===== config.mk =====
export PLATFORM = sky130hd
export DESIGN_NAME = dut_output_uart_monitor
export DESIGN_NICKNAME = d
export VERILOG_FILES = /design/src/rtl/dut_output_uart_monitor.sv
export SDC_FILE = /design/constraint.sdc
export NUM_CORES = 1
export LEC_CHECK = 0
export CORE_UTILIZATION = 30
export CTS_CLUSTER_DIAMETER = 50
export DETAILED_ROUTE_END_ITERATION = 7
export GPL_ROUTABILITY_DRIVEN = 1
export PLACE_DENSITY = 0.46
export SYNTH_ARGS = -nofsm -noshare
export SYNTH_HDL_FRONTEND = slang
export SYNTH_SLANG_ARGS = --single-unit

===== constraint.sdc =====
create_clock -name CLK -period 3.8 [get_ports CLK]
set_clock_uncertainty 0.05 [all_clocks]
set_input_delay 0.57 -clock CLK [delete_from_list [all_inputs] [get_ports CLK]]
set_output_delay 0.57 -clock CLK [all_outputs]
set_load 0.01 [all_outputs]

===== src/rtl/dut_output_uart_monitor.sv =====
`default_nettype none
// ============================================================================
// Module   : dut_output_uart_monitor
// Brief    : Samples an 8-bit DUT output bus on falling edges of the divided
//            DUT clock, queues samples (optionally only changed values) in a
//            small FIFO and streams them out as 8N1 UART frames.
// Revision : 1.0 - initial release
// ============================================================================
module dut_output_uart_monitor #(
    parameter int BAUD_DIV    = 104,
    parameter int FIFO_DEPTH  = 8,
    parameter bit CHANGE_ONLY = 1'b1
) (
    input  logic       CLK,
    input  logic       rst,
    input  logic       clk_dut,
    input  logic [7:0] dut_out,
    output logic       tx,
    output logic       overflow,
    output logic       busy
);

    localparam int                 c_PTR_W     = $clog2(FIFO_DEPTH);
    localparam int                 c_CNT_W     = c_PTR_W + 1;
    localparam logic [c_CNT_W-1:0] c_FULL      = c_CNT_W'(FIFO_DEPTH);
    localparam logic [c_CNT_W-1:0] c_CNT_ONE   = c_CNT_W'(1);
    localparam logic [c_PTR_W-1:0] c_PTR_ONE   = c_PTR_W'(1);
    localparam logic [15:0]        c_BAUD_LAST = 16'(BAUD_DIV - 1);

    localparam logic [1:0] c_IDLE  = 2'd0;
    localparam logic [1:0] c_START = 2'd1;
    localparam logic [1:0] c_DATA  = 2'd2;
    localparam logic [1:0] c_STOP  = 2'd3;

    logic               r_clk_dut_q;
    logic               r_first;
    logic [7:0]         r_last;
    logic [7:0]         r_mem [FIFO_DEPTH];
    logic [c_PTR_W-1:0] r_wr_ptr;
    logic [c_PTR_W-1:0] r_rd_ptr;
    logic [c_CNT_W-1:0] r_count;
    logic               r_overflow;
    logic [1:0]         r_state;
    logic [1:0]         w_state_nxt;
    logic [15:0]        r_baud;
    logic [15:0]        w_baud_nxt;
    logic [2:0]         r_bit_idx;
    logic [2:0]         w_bit_idx_nxt;
    logic [7:0]         r_shift;
    logic [7:0]         w_shift_nxt;
    logic               r_tx;
    logic               w_tx_nxt;
    logic               w_sample;
    logic               w_push_req;
    logic               w_full;
    logic               w_pop;
    logic               w_push;
    logic               w_bit_end;

    // A sample is taken on the DUT clock falling edge, when its outputs are stable.
    assign w_sample   = r_clk_dut_q & ~clk_dut;
    assign w_push_req = w_sample & (~CHANGE_ONLY | r_first | (dut_out != r_last));
    assign w_full     = (r_count == c_FULL);
    // A full FIFO still accepts a push when the transmitter pops in the same cycle.
    assign w_push     = w_push_req & (~w_full | w_pop);
    assign w_bit_end  = (r_baud == c_BAUD_LAST);

    // Track the DUT clock and the change-filter reference value.
    always_ff @(posedge CLK or posedge rst) begin
        if (rst) begin
            r_clk_dut_q <= 1'b0;
            r_first     <= 1'b1;
            r_last      <= 8'h00;
        end else begin
            r_clk_dut_q <= clk_dut;
            if (w_push) begin
                r_first <= 1'b0;
                r_last  <= dut_out;
            end
        end
    end

    // Sample storage; validity is defined by the pointers, so no reset is needed.
    always_ff @(posedge CLK) begin
        if (w_push) begin
            r_mem[r_wr_ptr] <= dut_out;
        end
    end

    // FIFO pointers, occupancy and the sticky overflow flag.
    always_ff @(posedge CLK or posedge rst) begin
        if (rst) begin
            r_wr_ptr   <= '0;
            r_rd_ptr   <= '0;
            r_count    <= '0;
            r_overflow <= 1'b0;
        end else begin
            if (w_push) begin
                r_wr_ptr <= r_wr_ptr + c_PTR_ONE;
            end
            if (w_pop) begin
                r_rd_ptr <= r_rd_ptr + c_PTR_ONE;
            end
            if (w_push && !w_pop) begin
                r_count <= r_count + c_CNT_ONE;
            end else if (!w_push && w_pop) begin
                r_count <= r_count - c_CNT_ONE;
            end
            if (w_push_req && w_full && !w_pop) begin
                r_overflow <= 1'b1;
            end
        end
    end

    // Transmitter state; tx comes from a flop so the line never glitches.
    always_ff @(posedge CLK or posedge rst) begin
        if (rst) begin
            r_state   <= c_IDLE;
            r_baud    <= 16'd0;
            r_bit_idx <= 3'd0;
            r_shift   <= 8'h00;
            r_tx      <= 1'b1;
        end else begin
            r_state   <= w_state_nxt;
            r_baud    <= w_baud_nxt;
            r_bit_idx <= w_bit_idx_nxt;
            r_shift   <= w_shift_nxt;
            r_tx      <= w_tx_nxt;
        end
    end

    // Frame sequencing: next state, bit timing and the line level of the next cycle.
    always_comb begin
        w_state_nxt   = r_state;
        w_baud_nxt    = r_baud;
        w_bit_idx_nxt = r_bit_idx;
        w_shift_nxt   = r_shift;
        w_pop         = 1'b0;
        w_tx_nxt      = 1'b1;
        unique case (r_state)
            c_IDLE: begin
                if (r_count != '0) begin
                    w_pop         = 1'b1;
                    w_shift_nxt   = r_mem[r_rd_ptr];
                    w_baud_nxt    = 16'd0;
                    w_bit_idx_nxt = 3'd0;
                    w_state_nxt   = c_START;
                end
            end
            c_START: begin
                if (w_bit_end) begin
                    w_baud_nxt  = 16'd0;
                    w_state_nxt = c_DATA;
                end else begin
                    w_baud_nxt = r_baud + 16'd1;
                end
            end
            c_DATA: begin
                if (w_bit_end) begin
                    w_baud_nxt  = 16'd0;
                    w_shift_nxt = {1'b0, r_shift[7:1]};
                    if (r_bit_idx == 3'd7) begin
                        w_state_nxt = c_STOP;
                    end else begin
                        w_bit_idx_nxt = r_bit_idx + 3'd1;
                    end
                end else begin
                    w_baud_nxt = r_baud + 16'd1;
                end
            end
            c_STOP: begin
                if (w_bit_end) begin
                    w_baud_nxt  = 16'd0;
                    w_state_nxt = c_IDLE;
                end else begin
                    w_baud_nxt = r_baud + 16'd1;
                end
            end
            default: w_state_nxt = c_IDLE;
        endcase
        unique case (w_state_nxt)
            c_START: w_tx_nxt = 1'b0;
            c_DATA:  w_tx_nxt = w_shift_nxt[0];
            default: w_tx_nxt = 1'b1;
        endcase
    end

    assign tx       = r_tx;
    assign overflow = r_overflow;
    assign busy     = (r_state != c_IDLE) | (r_count != '0);

endmodule
`default_nettype wire

After elaboration in Yosys (flattened, before gate mapping)
Memory sizes are Yosys's and may differ from the RTL's.
Cells that the tools add are included.
- $add $sub $neg: 6
- multipliers: 0
- divide/modulo/power cells: 0
- order comparisons: 0
- equality and inequality tests: 12
- shift-type cells: 0
- multiplexer cells: 23
- bitwise operators: 8
- reduce and logical (&&, ||, !) cells: 14
- operators with widths (kind ; count):
    $mux 16 ; 2
    $pmux 16 s2 ; 1
    $add 16x1->16 const B ; 1
    $eq 16x7->1 const B ; 1
    $mux 8 ; 2
    $pmux 8 s2 ; 1
    $mux 2 ; 5
    $add 3x1->3 const B ; 3
    $mux 3 ; 3
    $mux 4 ; 2
    $ne 8x8->1 ; 1
    $pmux 2 s4 ; 1
    $eq 2x2->1 const B ; 3
    $ne 2x2->1 const B ; 3
    $pmux 3 s2 ; 1
    $reduce_bool 2->1 ; 3
    $add 4x1->4 const B ; 1
    $eq 2x1->1 const B ; 2
    $eq 4x4->1 const B ; 1
    $logic_and 1x1->1 ; 4
    $mux 1 ; 4
    $reduce_and 4->1 ; 1
    $reduce_bool 4->1 ; 1
    $sub 4x1->4 const B ; 1
    other kinds (9) ; 15
- bits in registers: 51
- bits in latches: 0
- bits in writable memories: 64
- bits in read-only memories: 0
- bits of input ports: 11
- output and inout bits: 3
- logic and storage cells: 77
- memories kept: 1
- memories (memory ; depth ; bits a word ; read ports ; clocked after Yosys merged registers in ; wr ports ; line ; text):
    r_mem ; 8 ; 8 ; 1 ; 0 ; 1 ; 38 ; logic [7:0] r_mem [FIFO_DEPTH];

Logic depth before layout (Yosys ltp)
Gate-level depths: netlist of run 1.
- depth in word-level cells: 9
- mapped depth: 13
- depth with buffers taken out: 11

Worst setup path after synthesis of run 1
Ideal clock, no wire load.
- path type: input to register
- from: input port dut_out[1]
- to: register r_count[3]
- setup time: 0.125 ns
- arrival: 2.638 ns
- required time: 3.625 ns
- path slack: 0.987 ns
- cell stages on the path: 12
- path buffers: 1
- cells stage by stage: xor2_1 > nor4_1 > a31oi_1 > buf_2 > ha_1 > inv_1 > ha_1 > a21o_1 > a21oi_1 > xnor2_1 > nor2_1 > xor2_1
- word-level cells in the longest chain between the ends: 7
- elaborated cells between the ends (all ways): 9
- those cells by class: 1 x eq/ne; 1 x mux; 3 x bitwise; 4 x reduce/logical
- RTL lines (what ; line ; text):
    start, declared ; 17 ; input logic [7:0] dut_out,
    $ne 8x8->1 (*) ; 62 ; assign w_push_req = w_sample & (~CHANGE_ONLY | r_first | (dut_out != r_last));
    $or 1x1->1 (*) ; 62 ;
    $and 1x1->1 (*) ; 62 ;
    $and 1x1->1 (*) ; 65 ; assign w_push = w_push_req & (~w_full | w_pop);
    named net w_push ; 57 ; logic w_push;
    $logic_not 1->1 ; 106 ; end else if (!w_push && w_pop) begin
    $logic_and 1x1->1 ; 106 ;
    $reduce_bool 2->1 (no line) ; - ;
    end signal, assigned ; 105 ; r_count <= r_count + c_CNT_ONE;
    end signal, assigned ; 107 ; r_count <= r_count - c_CNT_ONE;
    end, declared ; 41 ; logic [c_CNT_W-1:0] r_count;
The timed path passes the listed nets; every way through them passes the cells marked *.
A chain may end at the register's enable or synchronous reset.

Worst setup path in the final report of run 1
- from: register r_count[0]
- to: output port busy
- word-level cells in the longest chain between the ends: 2
- RTL lines (what ; line ; text):
    $reduce_bool 4->1 ; 190 ; assign busy = (r_state != c_IDLE) | (r_count != '0);
    $or 1x1->1 ; 190 ;
    end, declared ; 20 ; output logic busy
Every way passes these cells.

==> run summary, run 1 <==
Post-synth ARST share: 44.3%
FF/Latch Area: 3200 um^2
Post-Synth Simple-Gate Area: 10.8%
Clk buf depth: 2
Hold buffer count at cts: 0
Pwr per Cell Area: 553 nW/um^2
Largest family of logic cells by synthesized area: multiplexers
Initial Utilization: 31.2%
Post-Synth Adder-Cell Area: 2.39%
Worst-path clk slew: 0.05 ns
Top cells by area, synth: edfxtp_1 (38%), dfrtp_1 (24%), mux4_2 (7.2%)
Final Slew Violations: 0
CP Max Fanout: 7
WP buf/inv: 2
Hold depth: 1
#FFs+latches synth: 115
Crit Path Class: reg2out
CTS tree: done
Design Area, Final: 6040 um^2
Max_slew headroom: 43.1%
Share of cells above drive strength 1: 21.3%
PortBufs: 13
WP data required: 3.18 ns
Setup TNS: 0 ns
Seq/Total Area, Yosys: 63.6%
Dominant cell type by area after synthesis: edfxtp_1
Clock sinks: 115
Net count, final: 397
Class of the worst hold path: reg2reg
RSZ-0062 raised after global routing: no
Layout area overhead: 20.1%
Sequential Power Share: 46.2%
Final period util: 88.1%
DR iter-0 viols: 176
Post-Synth XOR/XNOR Area: 3.83%
VDD IR-drop max: 272 uV
Die height: 132 um
Vias per Instance: 4.68
Post-DP HPWL: 6.36 mm
Clk root buf: clkbuf_16
Placed Area: 5490 um^2
Clock Power Share: 43.6%
Mean post-synth cell area: 14.7 um^2
CTS buffer count: 17
Post-cts resize count: 0
Grt ovf: 0
EDFF count, synth: 64
DRC: 0
Combinational power share: 10.2%
Yosys Warn Count: 0
Top FF cell, synth: edfxtp_1
Largest stage delay, worst path: 0.55 ns
Cells after synthesis: 342
Crit path cell chain: or4_1 > nor3_1 > inv_1 > clkdlybuf4s50_1
Fmax: 0.299 GHz
CP delay by family, top: simple AND/OR/NAND/NOR gates
Core ar.: 16100 um^2
Largest net degree at the start of global routing: 52
Synthesized area: 5030 um^2
Max Cap Viol: 0
Synth Area in Compound Gates: 5.37%
First-pass GRT wire length: 16.1 mm
Final Wtd Congestion: 0.741
DR pass1 iterations: 5
Reg2reg path depth: 11
Worst skew pair latency: 0.41 ns
H-tree lvl count: 4
Post-route minimum period: 3.35 ns
Initial antenna violation count: 0
WP data arrival: 2.73 ns
Post-CTS Setup Inserts: 0
Status: complete, no violations
Fillers: 1568
Switching share of power: 23.6%
WL/cell: 15.9 um
Mux contribution to synthesized area: 12.0%
I/O pins: 14
Die width: 132 um
Multi-input gate area: 1730 um^2
Detailed-route via count: 2835
Cell variety after synth: 51
Number of diodes: 0
Gr usage total: 12.4%
Setup violators final: 0
Least-Margin Pin Slew: 0.854 ns
Critical path endpoint category: primary output
Top cell type's share of synthesized area: 38.2%
Final ANT Viol Nets: 0
Count of final hold-check violations: 0
FP Rows: 46
Static Leakage: 2.22 nW
Internal power: 2.55 mW
Switch Pwr: 0.790 mW
Final Util: 37.5%
Slowest cell on the critical path: or4_1
Mapped Nets: 362
Vias in the first global route: 2938
Total die area: 17300 um^2
Worst setup SP type: flop
Path length in cells of the critical path: 4
Total routed wirelength: 9.63 mm
stage by stage:
| stage | power, mW | instances | hold WS (ns) | setup slack [ns] |
|---|---|---|---|---|
| finish | 3.34 | 606 | 0.420 | 0.454 |
| global route | 3.50 | 606 | 0.455 | 0.193 |
| CTS | 3.38 | 606 | 0.429 | 0.396 |
| detailed placement | 1.92 | 574 | 0.418 | 0.370 |
| global placement | 1.91 | 574 | 0.429 | 0.447 |
| floorplan | 1.79 | 342 | 0.405 | 0.987 |
routing by layer:
| metal | global-route usage (%) | vias up | share of wire, % | wire length [um] |
|---|---|---|---|---|
| met5 | 0 | - | 0 | 0 |
| met4 | 6.01 | 0 | 1.7 | 165 |
| met3 | 3.51 | 11 | 2.8 | 274 |
| met2 | 18.0 | 32 | 46 | 4430 |
| met1 | 17.1 | 1426 | 49 | 4760 |
| li1 | - | 1366 | - | - |
Yosys cell counts (all sizes together) (9+ instances only):
library cell and n:
buf 10, inv 9, xor2 12, mux4 16
mux2i 12, dfrtp 49, edfxtp 64, nor2 17
mux2 11, nand2 24, xnor2 10, o21ai 16
layout by cell type, fill, tap and decap left out, drive strengths merged, types with 8 or more instances in the layout:
master          n
edfxtp         64
dfrtp          49
nand2          24
clkbuf         22
buf            17
nor2           17
o21ai          16
mux4           16
clkdlybuf4s50  13
mux2i          12
xor2           12
mux2           11
xnor2          10
inv             9
nor3            8
nor3b           8
ha              8
flip-flops by register name, indices dropped and copies added, names as in the netlist:
| signal | count |
|---|---|
| r_wr_ptr | 3 |
| tx | 1 |
| r_count | 4 |
| r_baud | 16 |
| r_state | 2 |
| r_bit_idx | 3 |
| r_first | 1 |
| r_last | 8 |
| r_clk_dut_q | 1 |
| r_mem | 64 |
| r_rd_ptr | 3 |
| overflow | 1 |
| r_shift | 8 |
area by class of cell:
cell class / instances / share of cell area, %
Sequential cell: 115 / 53.0
Timing Repair Buffer: 30 / 4.27
Clock buffer: 22 / 7.68
Multi-Input combinational cell: 204 / 28.6
Inverter: 9 / 0.559
Tap cell: 216 / 4.47
Clock inverter: 10 / 1.41
cells by family after synthesis:
logic type	Yosys count
fa+ha+maj	9
compound gates	40
xor+xnor	22
buf+inv	23
mux	39
simple gates	94
flops	115
final timing paths:
path | to | slack, ns | startpoint
setup / recovery | busy | 0.45 | r_count[0]
hold / removal | overflow | 0.42 | overflow
setup reg to reg | r_count[3] | 1.03 | r_state[1]
hold reg to reg | overflow | 0.42 | overflow
max in group asynchronous | r_shift[6] | 2.64 | rst
min in group asynchronous | r_baud[2] | 0.62 | rst
power groups by stage:
stage	Sequential (mW)	Combinational, mW	Clock, mW
5_1_grt	1.56	0.381	1.56
3_5_place_dp	1.57	0.348	0
2_1_floorplan	1.54	0.246	0
6_report	1.54	0.340	1.46
4_1_cts	1.54	0.350	1.49
3_3_place_gp	1.56	0.345	0
Note: power is estimated with default switching activity, not from simulation.
==> inputs of run 2 (changes only) <==
clock period = 3.4 ns   (was 3.8 ns; I/O delays follow)
==> run 2 against run 1 <==
Clock-buffer cell count down 4. Clock power up 34%. Critical path type is now reg2reg. Routed wire length up 3.7%. Flip-flop and latch count unchanged. Cell count up 0.50%. Critical path depth up 6. Worst setup slack better by 0.047 ns. Design area up 2.1%. Largest cell class unchanged. Combinational power up 14%. Largest power group is now the clock network. Power up 22%.
==> run summary, run 2 (synthesis results as in run 1) <==
Status: complete, no violations (unchanged)
Worst skew pair latency: 0.41 ns (about the same)
Most common cell after layout, fill and taps aside: edfxtp_1 (unchanged)
Largest net degree at the start of global routing: 28 (was 52)
DR pass1 iterations: 4 (was 5)
Setup violators final: 0 (unchanged)
Static Leakage: 2.29 nW (was 2.22 nW)
Initial antenna violation count: 0 (unchanged)
R2r startpoint: r_state[1] (unchanged)
Largest stage delay, worst path: 0.70 ns (was 0.55 ns)
Worst R2R Setup Slack: 0.50 ns (was 1.03 ns)
Clock sinks: 115 (unchanged)
Crit path cell chain: nor3_1 > inv_1 > ha_1 > inv_1 > ha_1 > a21o_1 > a21oi_1 > xnor2_1 > nor2_1 > xor2_1 (was or4_1 > nor3_1 > inv_1 > clkdlybuf4s50_1)
WP buf/inv: 2 (unchanged)
Least-Margin Pin Slew: 0.856 ns (was 0.854 ns)
Net count, final: 401 (was 397)
Setup WS pre-CTS: 0.226 ns (was 0.370 ns)
WL/cell: 16.4 um (was 15.9 um)
H-tree lvl count: 4 (unchanged)
Post-CTS Setup Inserts: 0 (unchanged)
Class of the worst hold path: in2async (was reg2reg)
PortBufs: 13 (unchanged)
DR iter-0 viols: 119 (was 176)
Fillers: 1558 (was 1568)
Total routed wirelength: 9.99 mm (was 9.63 mm)
Final Wtd Congestion: 0.711 (was 0.741)
CP delay by family, top: simple AND/OR/NAND/NOR gates (unchanged)
Die height: 132 um (unchanged)
CP Max Fanout: 10 (was 7)
Final period util: 85.3%
Worst-path clk slew: 0.05 ns (about the same)
Layout area overhead: 22.6% (was 20.1%)
Clk buf depth: 2 (unchanged)
Worst setup SP type: flop (unchanged)
WP data required: 3.64 ns (was 3.18 ns)
Worst hold slack: 0.431 ns (was 0.420 ns)
Crit Path Class: reg2reg (was reg2out)
CTS buffer count: 17 (unchanged)
Hold buffer count at cts: 0 (unchanged)
DRC: 0 (unchanged)
Gr usage total: 12.6% (was 12.4%)
Max_slew headroom: 43.0% (was 43.1%)
Critical path endpoint category: flop (was primary output)
Largest regs: r_mem x64, r_baud x16 (unchanged)
I/O pins: 14 (unchanged)
Detailed-route via count: 2872 (was 2835)
Power Total: 4.06 mW (was 3.34 mW)
First-pass GRT wire length: 16.4 mm (was 16.1 mm)
Max Cap Viol: 0 (unchanged)
Setup TNS: 0 ns (unchanged)
Reg-to-reg endpoint: r_count[3] (unchanged)
Number of diodes: 0 (unchanged)
Grt ovf: 0 (unchanged)
Share of cells above drive strength 1: 21.9% (was 21.3%)
Pwr per Cell Area: 659 nW/um^2 (was 553 nW/um^2)
Reg2reg path depth: 10 (was 11)
Slowest cell on the critical path: nor3_1 (was or4_1)
Final ANT Viol Nets: 0 (unchanged)
Clk root buf: clkbuf_16 (unchanged)
Final Slew Violations: 0 (unchanged)
Initial Utilization: 31.2% (unchanged)
Core ar.: 16100 um^2 (unchanged)
FP Rows: 46 (unchanged)
Fmax: 0.345 GHz
Reg with most FFs: r_mem (unchanged)
Multi-input gate area: 1730 um^2 (unchanged)
CTS tree: done (unchanged)
FF/Latch Area: 3200 um^2 (unchanged)
Max FFs per register: 64 (unchanged)
Post-route minimum period: 2.90 ns
Die width: 132 um (unchanged)
Vias in the first global route: 2979 (was 2938)
RSZ-0062 raised after global routing: no (unchanged)
Post-route setup slack: 0.501 ns (was 0.454 ns)
VDD IR-drop max: 376 uV (was 272 uV)
Post-cts resize count: 0 (unchanged)
Post-DP HPWL: 6.66 mm (was 6.36 mm)
WP data arrival: 3.14 ns (was 2.73 ns)
Total die area: 17300 um^2 (unchanged)
Vias per Instance: 4.72 (was 4.68)
Commonest non-fill, non-tap cells in the layout: edfxtp_1 (64), dfrtp_1 (49), nand2_1 (24) (unchanged)
Count of final hold-check violations: 0 (unchanged)
-- run 2: metal layers --
| metal | vias to the layer above | share of wire [%] | global-route usage [%] |
|---|---|---|---|
| met3 | 13 | 2.6 | 3.28 |
| met4 | 0 | 2.0 | 6.78 |
| li1 | 1373 | - | - |
| met1 | 1455 | 50 | 17.0 |
| met5 | - | 0 | 0 |
| met2 | 31 | 46 | 18.6 |
-- run 2: cell type report --
| type | count | share of cell area [%] |
|---|---|---|
| flip-flops and latches | 115 | 51.9 |
| multi-input cells | 204 | 28.1 |
| repair buffers | 34 | 4.67 |
| well taps | 216 | 4.38 |
| clock buffers | 18 | 6.96 |
| clock inverters | 13 | 3.47 |
| inverters | 9 | 0.548 |
-- run 2: per-stage QoR --
stage                     utilization [%]  cell area [um^2]  instances
after floorplan                         -              5030        342
after CTS                            38.3              6170        609
after global placement               34.3              5520        578
after detailed placement             34.3              5520        578
after global routing                 38.3              6170        609
final                                38.3              6170        609
-- run 2: worst max-delay path by stage --
| stage | startpoint | endpoint | slack [ns] | cells after the start |
|---|---|---|---|---|
| floorplan | r_state[1] | r_count[3] | 0.63 | 13 |
| global placement | dut_out[7] | r_count[3] | 0.27 | 12 |
| detailed placement | dut_out[7] | r_count[3] | 0.23 | 12 |
| CTS | r_state[1] | r_count[3] | 0.45 | 10 |
| global route | r_state[1] | r_count[3] | 0.23 | 10 |
| finish | r_state[1] | r_count[3] | 0.50 | 10 |
-- run 2: where the power goes --
part | internal (mW) | switching, mW
Combinational | 0.204 | 0.182
Clock | 1.36 | 0.595
Sequential | 1.62 | 0.109
-- run 2: worst reg2reg max path, stage by stage (launching register included) --
cell	delay, ns
dfrtp_1	0.52
nor3_1	0.70
inv_1	0.21
ha_1	0.26
inv_1	0.11
ha_1	0.24
a21o_1	0.18
a21oi_1	0.17
xnor2_1	0.14
nor2_1	0.06
xor2_1	0.14
==> inputs of run 3 (changes only) <==
CAP_MARGIN = 20   (was not set)
clock period = 2.7 ns   (was 3.4 ns; I/O delays follow)
==> run 3 against run 2 <==
Power rose by 22%. Clock power grew 15%. First-iteration DRC count grew 34%. Flip-flop and latch count did not move. Highest routed layer unchanged. Worst hold slack worse by 0.11 ns. Core utilization rose by 0.55 points.
==> run summary, run 3 (synthesis results as in run 1) <==
Status: complete, no violations (unchanged)
DRC: 0 (unchanged)
Share of cells above drive strength 1: 25.6% (was 21.9%)
Path length in cells of the critical path: 4 (was 10)
Die width: 132 um (unchanged)
Fmax: 0.389 GHz
Most common cell after layout, fill and taps aside: edfxtp_1 (unchanged)
CTS tree: done (unchanged)
DR pass1 iterations: 4 (unchanged)
Total routed wirelength: 10.2 mm (was 9.99 mm)
Setup WS pre-CTS: -0.270 ns (was 0.226 ns)
Max FFs per register: 64 (unchanged)
Net count, final: 414 (was 401)
CP delay by family, top: simple AND/OR/NAND/NOR gates (unchanged)
Hold buffer count at cts: 0 (unchanged)
Class of the worst hold path: in2async (unchanged)
Clock sinks: 115 (unchanged)
CP Max Fanout: 7 (was 10)
Total die area: 17300 um^2 (unchanged)
Detailed-route via count: 2894 (was 2872)
Layout area overhead: 24.3% (was 22.6%)
Slowest cell on the critical path: or4_1 (was nor3_1)
Final period util: 95.1%
Post-CTS Setup Inserts: 0 (unchanged)
Initial Utilization: 31.2% (unchanged)
WL/cell: 16.4 um (about the same)
Grt ovf: 0 (unchanged)
Least-Margin Pin Slew: 0.591 ns (was 0.856 ns)
Die height: 132 um (unchanged)
Clk root buf: clkbuf_16 (unchanged)
Largest stage delay, worst path: 0.58 ns (was 0.70 ns)
Final Slew Violations: 0 (unchanged)
CTS buffer count: 17 (unchanged)
FP Rows: 46 (unchanged)
H-tree lvl count: 4 (unchanged)
Largest net degree at the start of global routing: 27 (was 28)
Crit path cell chain: or4_1 > nor3_2 > inv_1 > dlygate4sd2_1 (was nor3_1 > inv_1 > ha_1 > inv_1 > ha_1 > a21o_1 > a21oi_1 > xnor2_1 > nor2_1 > xor2_1)
VDD IR-drop max: 428 uV (was 376 uV)
Worst setup SP type: flop (unchanged)
I/O pins: 14 (unchanged)
Reg2reg path depth: 10 (unchanged)
Inst Count DP: 591 (was 578)
Vias per Instance: 4.65 (was 4.72)
WP buf/inv: 2 (unchanged)
WP data arrival: 2.11 ns (was 3.14 ns)
Post-route minimum period: 2.57 ns
Max Cap Viol: 0 (unchanged)
Worst-path clk slew: 0.06 ns (was 0.05 ns)
Commonest non-fill, non-tap cells in the layout: edfxtp_1 (64), dfrtp_1 (49), buf_4 (32) (was edfxtp_1 (64), dfrtp_1 (49), nand2_1 (24))
Largest regs: r_mem x64, r_baud x16 (unchanged)
Pwr per Cell Area: 795 nW/um^2 (was 659 nW/um^2)
Count of final hold-check violations: 0 (unchanged)
Final ANT Viol Nets: 0 (unchanged)
Reg with most FFs: r_mem (unchanged)
Final Wtd Congestion: 0.716 (was 0.711)
Core ar.: 16100 um^2 (unchanged)
Static Leakage: 2.34 nW (was 2.29 nW)
DR iter-0 viols: 159 (was 119)
Crit Path Class: reg2out (was reg2reg)
Number of diodes: 0 (unchanged)
Max_slew headroom: 60.5% (was 43.0%)
Gr usage total: 13.0% (was 12.6%)
Worst skew pair latency: 0.42 ns (was 0.41 ns)
First-pass GRT wire length: 16.7 mm (was 16.4 mm)
PortBufs: 13 (unchanged)
Critical path endpoint category: primary output (was flop)
WP data required: 2.25 ns (was 3.64 ns)
Setup violators final: 0 (unchanged)
RSZ-0062 raised after global routing: no (unchanged)
Post-route setup slack: 0.132 ns (was 0.501 ns)
Initial antenna violation count: 0 (unchanged)
Vias in the first global route: 3052 (was 2979)
Clk buf depth: 2 (unchanged)
Post-DP HPWL: 6.76 mm (was 6.66 mm)
Non-Filler Instances: 623 (was 609)
run 3: changes by cell type in the layout (fill, tap and decap cells not counted), moves of 2 or more:
cell,delta
buf_12,+2
inv_6,+4
nor3_2,+2
nor4_2,+2
bufinv_16,-3
buf_4,+11
nor4_1,-2
nor3_1,-2
run 3: routing by layer:
layer  vias to the layer above  part of all wire [%]  GRT usage (%)
met1                      1451                    51           17.5
met4                         0                   2.3           6.98
met2                        27                    44           19.0
met5                         -                     0              0
met3                        18                   2.9           3.47
li1                       1398                     -              -
run 3: area by class of cell:
class	count	area [um^2]
repair buffers	47	409
well taps	216	270
multi-input cells	204	1750
fillers	1558	9860
flip-flops and latches	115	3200
clock inverters	14	159
clock buffers	18	429
inverters	9	33.8
run 3: per-stage QoR:
stage | power, mW | instance area (um^2) | utilization (%) | hold slack, ns | TNS (ns)
after floorplan | 2.52 | 5040 | - | 0.386 | 0
after global placement | 2.74 | 5650 | 35.1 | 0.419 | -0.463
after detailed placement | 2.76 | 5650 | 35.1 | 0.438 | -1.12
after CTS | 5.02 | 6240 | 38.7 | 0.337 | 0
after global routing | 5.18 | 6250 | 38.8 | 0.383 | 0
final | 4.98 | 6250 | 38.8 | 0.323 | 0
run 3: timing repair:
action | in CTS | in global routing
hold endpoints to repair | 0 | 0
setup endpoints to repair | 1 | 2
gates resized for setup | 1 | 3
run 3: path summary, 6_finish.rpt:
kind	start	slack (ns)	end
max in group asynchronous	rst	1.66	r_first
min in group CLK	clk_dut	0.41	r_clk_dut_q
worst max register to register	r_count[1]	0.18	r_count[3]
worst min-delay path	rst	0.32	r_baud[13]
worst max-delay path	r_count[1]	0.13	busy
worst min register to register	r_first	0.44	r_first
run 3: report_power, final:
part	total [mW]	switching (mW)	leakage, nW	internal (mW)
Clock	2.24	0.801	0.288	1.44
Sequential	2.17	0.137	1.21	2.04
Combinational	0.557	0.261	0.845	0.296
Total	4.98	1.20	2.34	3.78
